### src/rtl/timer_ctrl_fsm.sv
// Button front end for the digital timer: sync, debounce and edge detect, then a Moore run/pause/clear FSM.
// Optional long-press-to-clear on start/stop in PAUSE is enabled by defining TIMER_CTRL_LONG_PRESS_CLR_EN.
module timer_ctrl_fsm #(
  parameter int DEBOUNCE_CYCLES   = 16,
  parameter int LONG_PRESS_CYCLES = 64
) (
  input  logic       sys_clk,
  input  logic       int_reset_b,
  input  logic       btn_start_stop,
  input  logic       btn_clear,
  output logic       timer_pause,
  output logic       timer_clear,
  output logic       timer_running,
  output logic [1:0] timer_state
);

  localparam int CW = $clog2(DEBOUNCE_CYCLES + 1);

  typedef enum logic [1:0] {
    IDLE  = 2'd0,
    RUN   = 2'd1,
    PAUSE = 2'd2,
    CLEAR = 2'd3
  } state_t;

  if (DEBOUNCE_CYCLES < 2 || LONG_PRESS_CYCLES <= DEBOUNCE_CYCLES) begin : g_param_check
    $error("timer_ctrl_fsm: DEBOUNCE_CYCLES must be >= 2 and LONG_PRESS_CYCLES > DEBOUNCE_CYCLES");
  end

  state_t          state;
  state_t          state_next;
  logic [1:0]      raw;
  logic [1:0]      sync1;
  logic [1:0]      sync2;
  logic [1:0]      db_level;
  logic [1:0]      db_level_d;
  logic [CW-1:0]   db_cnt [2];
  logic [1:0]      press;
  logic            start_press;
  logic            clear_press;
  logic            start_toggle;
  logic            force_clear;

  // Bit 0 is start/stop, bit 1 is clear.
  assign raw = {btn_clear, btn_start_stop};

  always_ff @(posedge sys_clk or negedge int_reset_b) begin
    if (!int_reset_b) begin
      sync1      <= '0;
      sync2      <= '0;
      db_level   <= '0;
      db_level_d <= '0;
      for (int i = 0; i < 2; i++) db_cnt[i] <= '0;
    end else begin
      sync1      <= raw;
      sync2      <= sync1;
      db_level_d <= db_level;
      for (int i = 0; i < 2; i++) begin
        if (sync2[i] != db_level[i]) begin
          if (db_cnt[i] == CW'(DEBOUNCE_CYCLES - 1)) begin
            db_level[i] <= ~db_level[i];
            db_cnt[i]   <= '0;
          end else begin
            db_cnt[i] <= db_cnt[i] + CW'(1);
          end
        end else begin
          db_cnt[i] <= '0;
        end
      end
    end
  end

  assign press       = db_level & ~db_level_d;
  assign start_press = press[0];
  assign clear_press = press[1];

`ifdef TIMER_CTRL_LONG_PRESS_CLR_EN
  localparam int HW = $clog2(LONG_PRESS_CYCLES + 1);

  logic          hold_active;
  logic [HW-1:0] hold_cnt;
  logic          long_fire;
  logic          release_fire;

  assign long_fire    = hold_active && db_level[0] && (hold_cnt == HW'(LONG_PRESS_CYCLES - 1));
  assign release_fire = hold_active && !db_level[0];

  // A press taken in PAUSE is deferred: release resumes, a long hold clears.
  always_ff @(posedge sys_clk or negedge int_reset_b) begin
    if (!int_reset_b) begin
      hold_active <= 1'b0;
      hold_cnt    <= '0;
    end else if (state == PAUSE && start_press && !clear_press) begin
      hold_active <= 1'b1;
      hold_cnt    <= '0;
    end else if (hold_active) begin
      if (long_fire || release_fire || clear_press) begin
        hold_active <= 1'b0;
        hold_cnt    <= '0;
      end else begin
        hold_cnt <= hold_cnt + HW'(1);
      end
    end
  end

  assign start_toggle = (state == PAUSE) ? release_fire : start_press;
  assign force_clear  = long_fire;
`else
  assign start_toggle = start_press;
  assign force_clear  = 1'b0;
`endif

  always_ff @(posedge sys_clk or negedge int_reset_b) begin
    if (!int_reset_b) state <= IDLE;
    else              state <= state_next;
  end

  // Clear outranks start when both presses land in the same cycle.
  always_comb begin
    state_next = state;
    case (state)
      IDLE:  if (clear_press)                    state_next = CLEAR;
             else if (start_toggle)              state_next = RUN;
      RUN:   if (clear_press)                    state_next = CLEAR;
             else if (start_toggle)              state_next = PAUSE;
      PAUSE: if (clear_press || force_clear)     state_next = CLEAR;
             else if (start_toggle)              state_next = RUN;
      CLEAR:                                     state_next = IDLE;
      default:                                   state_next = IDLE;
    endcase
  end

  always_comb begin
    timer_pause   = 1'b1;
    timer_clear   = 1'b0;
    timer_running = 1'b0;
    case (state)
      RUN: begin
        timer_pause   = 1'b0;
        timer_running = 1'b1;
      end
      CLEAR: begin
        timer_pause = 1'b0;
        timer_clear = 1'b1;
      end
      default: ;
    endcase
  end

  assign timer_state = state;

endmodule

### config.mk
export PLATFORM = sky130hd
export DESIGN_NAME = timer_ctrl_fsm
export DESIGN_NICKNAME = d
export VERILOG_FILES = /design/src/rtl/timer_ctrl_fsm.sv
export SDC_FILE = /design/constraint.sdc
export NUM_CORES = 1
export LEC_CHECK = 0
export BUFFER_PORTS_ARGS = -buffer_cell sky130_fd_sc_hd__buf_4
export CORE_MARGIN = 2
export CORE_UTILIZATION = 50
export DETAILED_ROUTE_END_ITERATION = 8
export GPL_ROUTABILITY_DRIVEN = 0
export HOLD_SLACK_MARGIN = 0.12
export MAX_ROUTING_LAYER = met4
export PLACE_DENSITY = 0.7
export SETUP_SLACK_MARGIN = 0.15
export SYNTH_ARGS = -nofsm -noshare
export SYNTH_HDL_FRONTEND = slang
export SYNTH_SLANG_ARGS = --single-unit
### constraint.sdc
create_clock -name sys_clk -period 2.5 [get_ports sys_clk]
set_input_delay 0 -clock sys_clk [delete_from_list [all_inputs] [get_ports sys_clk]]
set_output_delay 0 -clock sys_clk [all_outputs]
set_load 0.05 [all_outputs]
==> metrics.md, run 1 <==
| Metric | Value |
|---|---|
| Status | `finished clean` |
| Core ar. | `1470 um2` |
| Die Area | `1860 um2` |
| Clk_lat worst skew | `0.29 ns` |
| IO Port Bufs | `8` |
| Final Util | `61.7%` |
| Asr flop ratio synth | `100%` |
| Initial antenna violation count | `0` |
| Yosys cell types | `16` |
| Routed WL | `1070 um` |
| Startpoint Class | `input pin` |
| Area grow syn2layout | `18.6%` |
| Vias in the first global route | `453` |
| Fmax | `725 MHz` |
| Setup Fix Bufs, Post-CTS | `0` |
| Reg clk slew, reported paths | `0.10 ns` |
| CTS tree | `built` |
| Avg Inst Size Synth | `13.0 um2` |
| Final setup violation count | `0` |
| Crit Path Category | `input pin to async pin` |
| 1st-iter DRT viols | `13` |
| Filler instances | `138` |
| Top post-synthesis cells by count | `dfrtp_1 (20), nor2_1 (7), xor2_1 (6)` |
| Fin Hold WS | `0.359 ns` |
| Share of layout cells above drive strength 1 | `17.6%` |
| Cell area after layout | `908 um2` |
| Setup skew after layout | `0.00250 ns` |
| Top-area cell type share of the netlist area | `65.4%` |
| Synth top area cells | `dfrtp_1 (65%), xor2_1 (6.9%), nor2_1 (3.4%)` |
| Synth Cell Area | `766 um2` |
| Total power | `0.000537 W` |
| Hold_sp | `sync1[1]$_DFF_PN0_` |
| FF-to-FF path depth | `4` |
| Worst R2R End | `db_level[1]$_DFFE_PN0P_` |
| Max IR drop VDD | `0.355 mV` |
| Post-synth net total | `65` |
| Total grt overflow | `0` |
| Worst EP required | `2.83 ns` |
| Most common cell in the netlist | `dfrtp_1` |
| Worst min path class | `flop to flop` |
| Yosys warns | `0` |
| Sink Count | `20` |
| Clk root buf | `clkbuf_4` |
| Critical path endpoint category | `async pin` |
| Wire length per cell | `11.9 um` |
| Hold Path Sink | `sync2[1]$_DFF_PN0_` |
| Setup_tns | `0 ns` |
| Synth Instances | `59` |
| FF/Latch Area | `500 um2` |
| Hpwl dp | `759 um` |
| H-Tree Depth | `1` |
| Top FF cell, synth | `dfrtp_1` |
| Worst-path maximum fanout | `20` |
| Max_cap viols | `0` |
| DR vias/cell | `5.00` |
| NetSw | `0.000125 W` |
| Post-CTS Hold Buffers | `4` |
| Nets@finish | `82` |
| PwrDens | `591 nW/um2` |
| Internal power | `0.000412 W` |
| Final hold violation count | `0` |
| DRC viols | `0` |
| Post-synth EDFFs | `0` |
| Vias | `450` |
| Sw frac | `23.2%` |
| Longest Clk Path Bufs | `2` |
| Reg-to-reg slack, setup | `1.29 ns` |
| Cell Area, Placed | `846 um2` |
| Max Slew Vio Count | `0` |
| Largest net degree at the start of global routing | `21` |
| Sequential area share after synthesis | `65.4%` |
| Final worst path period share | `55.2%` |
| CP arrival | `1.71 ns` |
| CTS resizes | `0` |
| Max_slew headroom | `44.2%` |
| Worst-Margin Slew | `0.834 ns` |
| Fin crit period | `1.38 ns` |
| Sequential group share of total power | `64.1%` |
| Routed Antenna Nets | `0` |
| Gr usage total | `15.3%` |
| Die Width | `43.1 um` |
| Multi-input logic area | `258 um2` |
| First-pass GRT wire length | `1920 um` |
| DIE HEIGHT | `43.1 um` |
| Rows | `14` |
| Leak | `0.482 nW` |
| TritonCTS buffer count | `3` |
| Initial core utilization | `52.0%` |
| Reg2reg start | `db_cnt[0]$_DFF_PN0_` |
| DRT Pass-1 Iters | `4` |
| Yosys reg bits | `20` |
| Antenna Cells | `0` |
| Comb pwr share | `8.9%` |
| Clock share of power | `26.9%` |
| Top Ports | `9` |
| Yosys top cell by area | `dfrtp_1` |
| RSZ-0062 raised after global routing | `no` |
| Hold depth | `0` |
## layer usage
| metal | vias to the layer above | wire [um] | GRT usage [%] |
|---|---|---|---|
| li1 | 223 | - | - |
| met1 | 211 | 523 | 19.3 |
| met2 | 11 | 461 | 21.5 |
| met3 | 5 | 49 | 2.55 |
| met4 | 0 | 38 | 12.7 |
| met5 | - | 0 | - |
## layout make-up
type	instances	area share (%)
well taps	16	2.20
multi-input cells	37	28.4
inverters	2	0.826
flip-flops and latches	20	55.1
clock buffers	3	2.48
repair buffers	12	11.0
## layout by cell type (no fill, tap or decap), types with 3 or more instances in the layout
cell / n
and2_1: 4
dfrtp_1: 20
nor2_1: 7
o21ai_1: 3
xor2_1: 6
dlygate4sd3_1: 4
buf_4: 8
clkbuf_4: 3
## logic make-up (layout without fill, tap and decap cells)
| logic type | count (synthesis) | count (layout) | synth area share, % |
|---|---|---|---|
| XOR/XNOR | 7 | 7 | 8.01 |
| buffers and inverters | 2 | 17 | 0.981 |
| AO/OA/AOI/OAI | 4 | 4 | 2.61 |
| AND/OR/NAND/NOR | 21 | 21 | 15.5 |
| multiplexers | 3 | 3 | 4.25 |
| adder cells (fa/ha/maj) | 2 | 2 | 3.27 |
| flip-flops | 20 | 20 | 65.4 |
## metrics by stage
stage	instances	worst slack, ns
global placement	83	1.31
finish	90	1.12
floorplan	59	0.720
global route	90	0.902
CTS	90	1.06
detailed placement	83	1.30
## sequential cells by signal, indices dropped and copies added, names as in the netlist
register     cells
db_cnt          10
db_level         2
db_level_d       2
sync1            2
sync2            2
timer_state      2
## power by group through the flow
stage	Combinational (W)	Clock, W	Sequential, W
after floorplan	0.0000226	0	0.000353
after global routing	0.0000548	0.000165	0.000346
after detailed placement	0.0000437	0	0.000351
after global placement	0.0000432	0	0.000350
after CTS	0.0000487	0.000150	0.000344
final	0.0000480	0.000145	0.000344
## critical path, cell delays in order
cell	delay (ns)
dlygate4sd3_1	0.52
buf_4	0.09
dlygate4sd3_1	1.09
## worst max-delay path by stage
stage,startpoint,to,cells past startpoint
floorplan,timer_state[0]$_DFFE_PN0P_,timer_state[1]$_DFFE_PN0P_,3
global placement,db_cnt[0]$_DFF_PN0_,db_level[1]$_DFFE_PN0P_,4
detailed placement,db_cnt[0]$_DFF_PN0_,db_level[1]$_DFFE_PN0P_,4
CTS,int_reset_b,db_cnt[8]$_DFF_PN0_,3
global route,int_reset_b,timer_state[1]$_DFFE_PN0P_,3
finish,int_reset_b,db_cnt[5]$_DFF_PN0_,3
No activity file was read; power rests on OpenSTA's default activity.
==> run 2: changes to the inputs <==
CORE_UTILIZATION = 48   (was 50)
clock period = 1.1 ns   (was 2.5 ns; I/O delays follow)
==> run 2 against run 1 <==
  * The run now ends with setup timing left
  * Die area grew 3.8%
  * Clock power grew to 2.8 times the previous value
  * Final cell count grew 10%
  * Worst setup slack lost 1.2 ns
  * Register-to-register slack lost 1.4 ns
  * Routed wire length grew 12%
  * Power grew to 2.5 times the previous value
  * Via count grew 8.7%
  * Non-clock buffer count grew 8
==> metrics.md, run 2 (synthesized netlist as in run 1, its figures left out) <==
| Metric | Value |
|---|---|
| CP max stage cell | `dfrtp_1` |
| Final hold violation count | `0 (unchanged)` |
| Die Width | `43.9 um (+1.9%)` |
| Commonest cells after routing, fill and taps aside | `dfrtp_1 (18), buf_4 (9), xor2_1 (5), buf_6 (5)` |
| Total grt overflow | `0 (unchanged)` |
| Delay of the slowest critical-path stage | `0.37 ns (-0.72 ns)` |
| Reg2reg start | `db_cnt[6]$_DFF_PN0_` |
| Met1 WL | `528 um (+0.96%)` |
| Wire length per cell | `12.2 um (+2.0%)` |
| PwrDens | `1240 nW/um2 (+110%)` |
| Setup skew after layout | `0.00371 ns (+0.00121 ns)` |
| Antenna Cells | `0 (unchanged)` |
| CTS tree | `built` |
| Clk_lat worst skew | `0.29 ns (about the same)` |
| First-pass GRT wire length | `2100 um (+9.3%)` |
| Core ar. | `1510 um2 (+2.4%)` |
| Final Util | `72.2% (+10 points)` |
| Max IR drop VDD | `0.914 mV (+160%)` |
| Routed WL | `1200 um (+12%)` |
| Share of layout cells above drive strength 1 | `47.0% (+29 points)` |
| Worst-Margin Slew | `0.301 ns (-0.532 ns)` |
| Max Slew Vio Count | `0 (unchanged)` |
| Top Layer Used | `met4` |
| Area grow syn2layout | `42.0%` |
| Die Area | `1930 um2 (+3.8%)` |
| Vias | `489 (+8.7%)` |
| Hold depth | `2 (+2)` |
| Reg clk slew, reported paths | `0.11 ns (about the same)` |
| Leading cell type in the layout, fill and taps excluded | `dfrtp_1` |
| Max FFs per register | `10 (unchanged)` |
| Worst-path maximum fanout | `2 (-90%)` |
| CP arrival | `1.36 ns (-0.35 ns)` |
| Largest Register | `db_cnt` |
| FF/Latch Area | `503 um2 (+0.50%)` |
| H-Tree Depth | `1 (unchanged)` |
| Total power | `0.00135 W (+150%)` |
| Met3 wire length | `34 um (-31%)` |
| Filler instances | `112 (-19%)` |
| DIE HEIGHT | `43.9 um (+1.9%)` |
| Worst EP required | `1.29 ns (-1.54 ns)` |
| Fin crit period | `1.17 ns` |
| Hpwl dp | `777 um (+2.3%)` |
| DRC viols | `0 (unchanged)` |
| Hold_sp | `btn_clear` |
| Worst R2R End | `db_level[0]$_DFFE_PN0P_` |
| Rows | `14 (unchanged)` |
| Multi-input logic area | `323 um2 (+25%)` |
| Crit Path Category | `flop to flop` |
| Hold Path Sink | `sync1[1]$_DFF_PN0_` |
| Top Ports | `9 (unchanged)` |
| Gr usage total | `16.1% (+0.79 points)` |
| Vias in the first global route | `488 (+7.7%)` |
| Largest net degree at the start of global routing | `21 (unchanged)` |
| Max_cap viols | `0 (unchanged)` |
| Status | `complete, but fails checks` |
| Critical path endpoint category | `flop` |
| Setup_tns | `-0.183 ns (-0.183 ns)` |
| TritonCTS buffer count | `3 (unchanged)` |
| Routed Antenna Nets | `0 (unchanged)` |
| Startpoint Class | `flop` |
| Final setup violation count | `6 (+6)` |
| 1st-iter DRT viols | `3 (-10)` |
| Worst setup margin | `-0.0722 ns (-1.19 ns)` |
| IO Port Bufs | `8 (unchanged)` |
| Clk root buf | `clkbuf_4` |
| Worst Setup Slack post-DPL | `-0.0941 ns (-1.39 ns)` |
| Initial core utilization | `50.8% (-1.2 points)` |
| Max_slew headroom | `79.8% (+36 points)` |
| Fin Hold WS | `0.348 ns (-0.0109 ns)` |
| Met2 Wirelength | `629 um (+36%)` |
| Initial antenna violation count | `0 (unchanged)` |
| DR vias/cell | `4.94 (-1.2%)` |
| DRT Pass-1 Iters | `4 (unchanged)` |
| Fmax | `853 MHz` |
| Final worst path period share | `107%` |
| RSZ-0062 raised after global routing | `yes` |
| Longest Clk Path Bufs | `2 (unchanged)` |
| Leak | `0.536 nW (+11%)` |
| Sink Count | `20 (unchanged)` |
| FF-to-FF path depth | `4 (unchanged)` |
| Crit-path cells | `ha_2, nand3_2, nor2_2, mux2_4` |
| Worst min path class | `input pin to flop` |
| Failing checks | `setup timing` |
| Nets@finish | `90 (+9.8%)` |
| Reg-to-reg slack, setup | `-0.07 ns (-1.36 ns)` |
run 2: through the flow:
stage	instances	instance area (um2)
3_3_place_gp	88	907
2_1_floorplan	59	790
6_report	99	1090
5_1_grt	99	1090
4_1_cts	97	1040
3_5_place_dp	88	907
run 2: power breakdown:
part	switching [W]	total (W)	internal, W
combinational	0.0000722	0.000147	0.0000744
sequential	0.0000238	0.000787	0.000763
clock	0.000212	0.000413	0.000202
total	0.000308	0.00135	0.00104
run 2: critical path, delay by kind of cell (launching register included):
family	cells	cell delay [ns]
flops	1	0.37
mux	1	0.30
fa+ha+maj	1	0.20
simple gates	2	0.20
run 2: timing repair:
action	in CTS	in global routing
endpoints found under the hold margin	22	0
buffers inserted	1	2
pin swaps	3	4
endpoints found under the setup margin	17	18
cloned	0	0
hold buffers	4	0
gates resized for setup	14	6
run 2: cell type report:
| class | count | share of cell area (%) |
|---|---|---|
| Tap cell | 16 | 1.84 |
| Multi-Input combinational cell | 37 | 29.7 |
| Inverter | 2 | 1.04 |
| Sequential cell | 20 | 46.3 |
| Clock buffer | 4 | 3.34 |
| Timing Repair Buffer | 20 | 17.8 |
run 2: worst max path at each step:
stage,start,to,cells past startpoint
6_report,db_cnt[6]$_DFF_PN0_,db_level[0]$_DFFE_PN0P_,4
5_1_grt,db_cnt[6]$_DFF_PN0_,db_level[0]$_DFFE_PN0P_,4
4_1_cts,db_cnt[0]$_DFF_PN0_,db_level[1]$_DFFE_PN0P_,4
3_5_place_dp,db_cnt[1]$_DFF_PN0_,db_level[1]$_DFFE_PN0P_,4
3_3_place_gp,db_cnt[6]$_DFF_PN0_,db_level[0]$_DFFE_PN0P_,4
2_1_floorplan,timer_state[0]$_DFFE_PN0P_,timer_state[0]$_DFFE_PN0P_,3
run 2: layer usage:
metal	GRT usage, %	up-vias
met5	-	-
met4	10.9	0
met3	2.50	2
met2	23.5	8
met1	20.7	242
li1	-	237
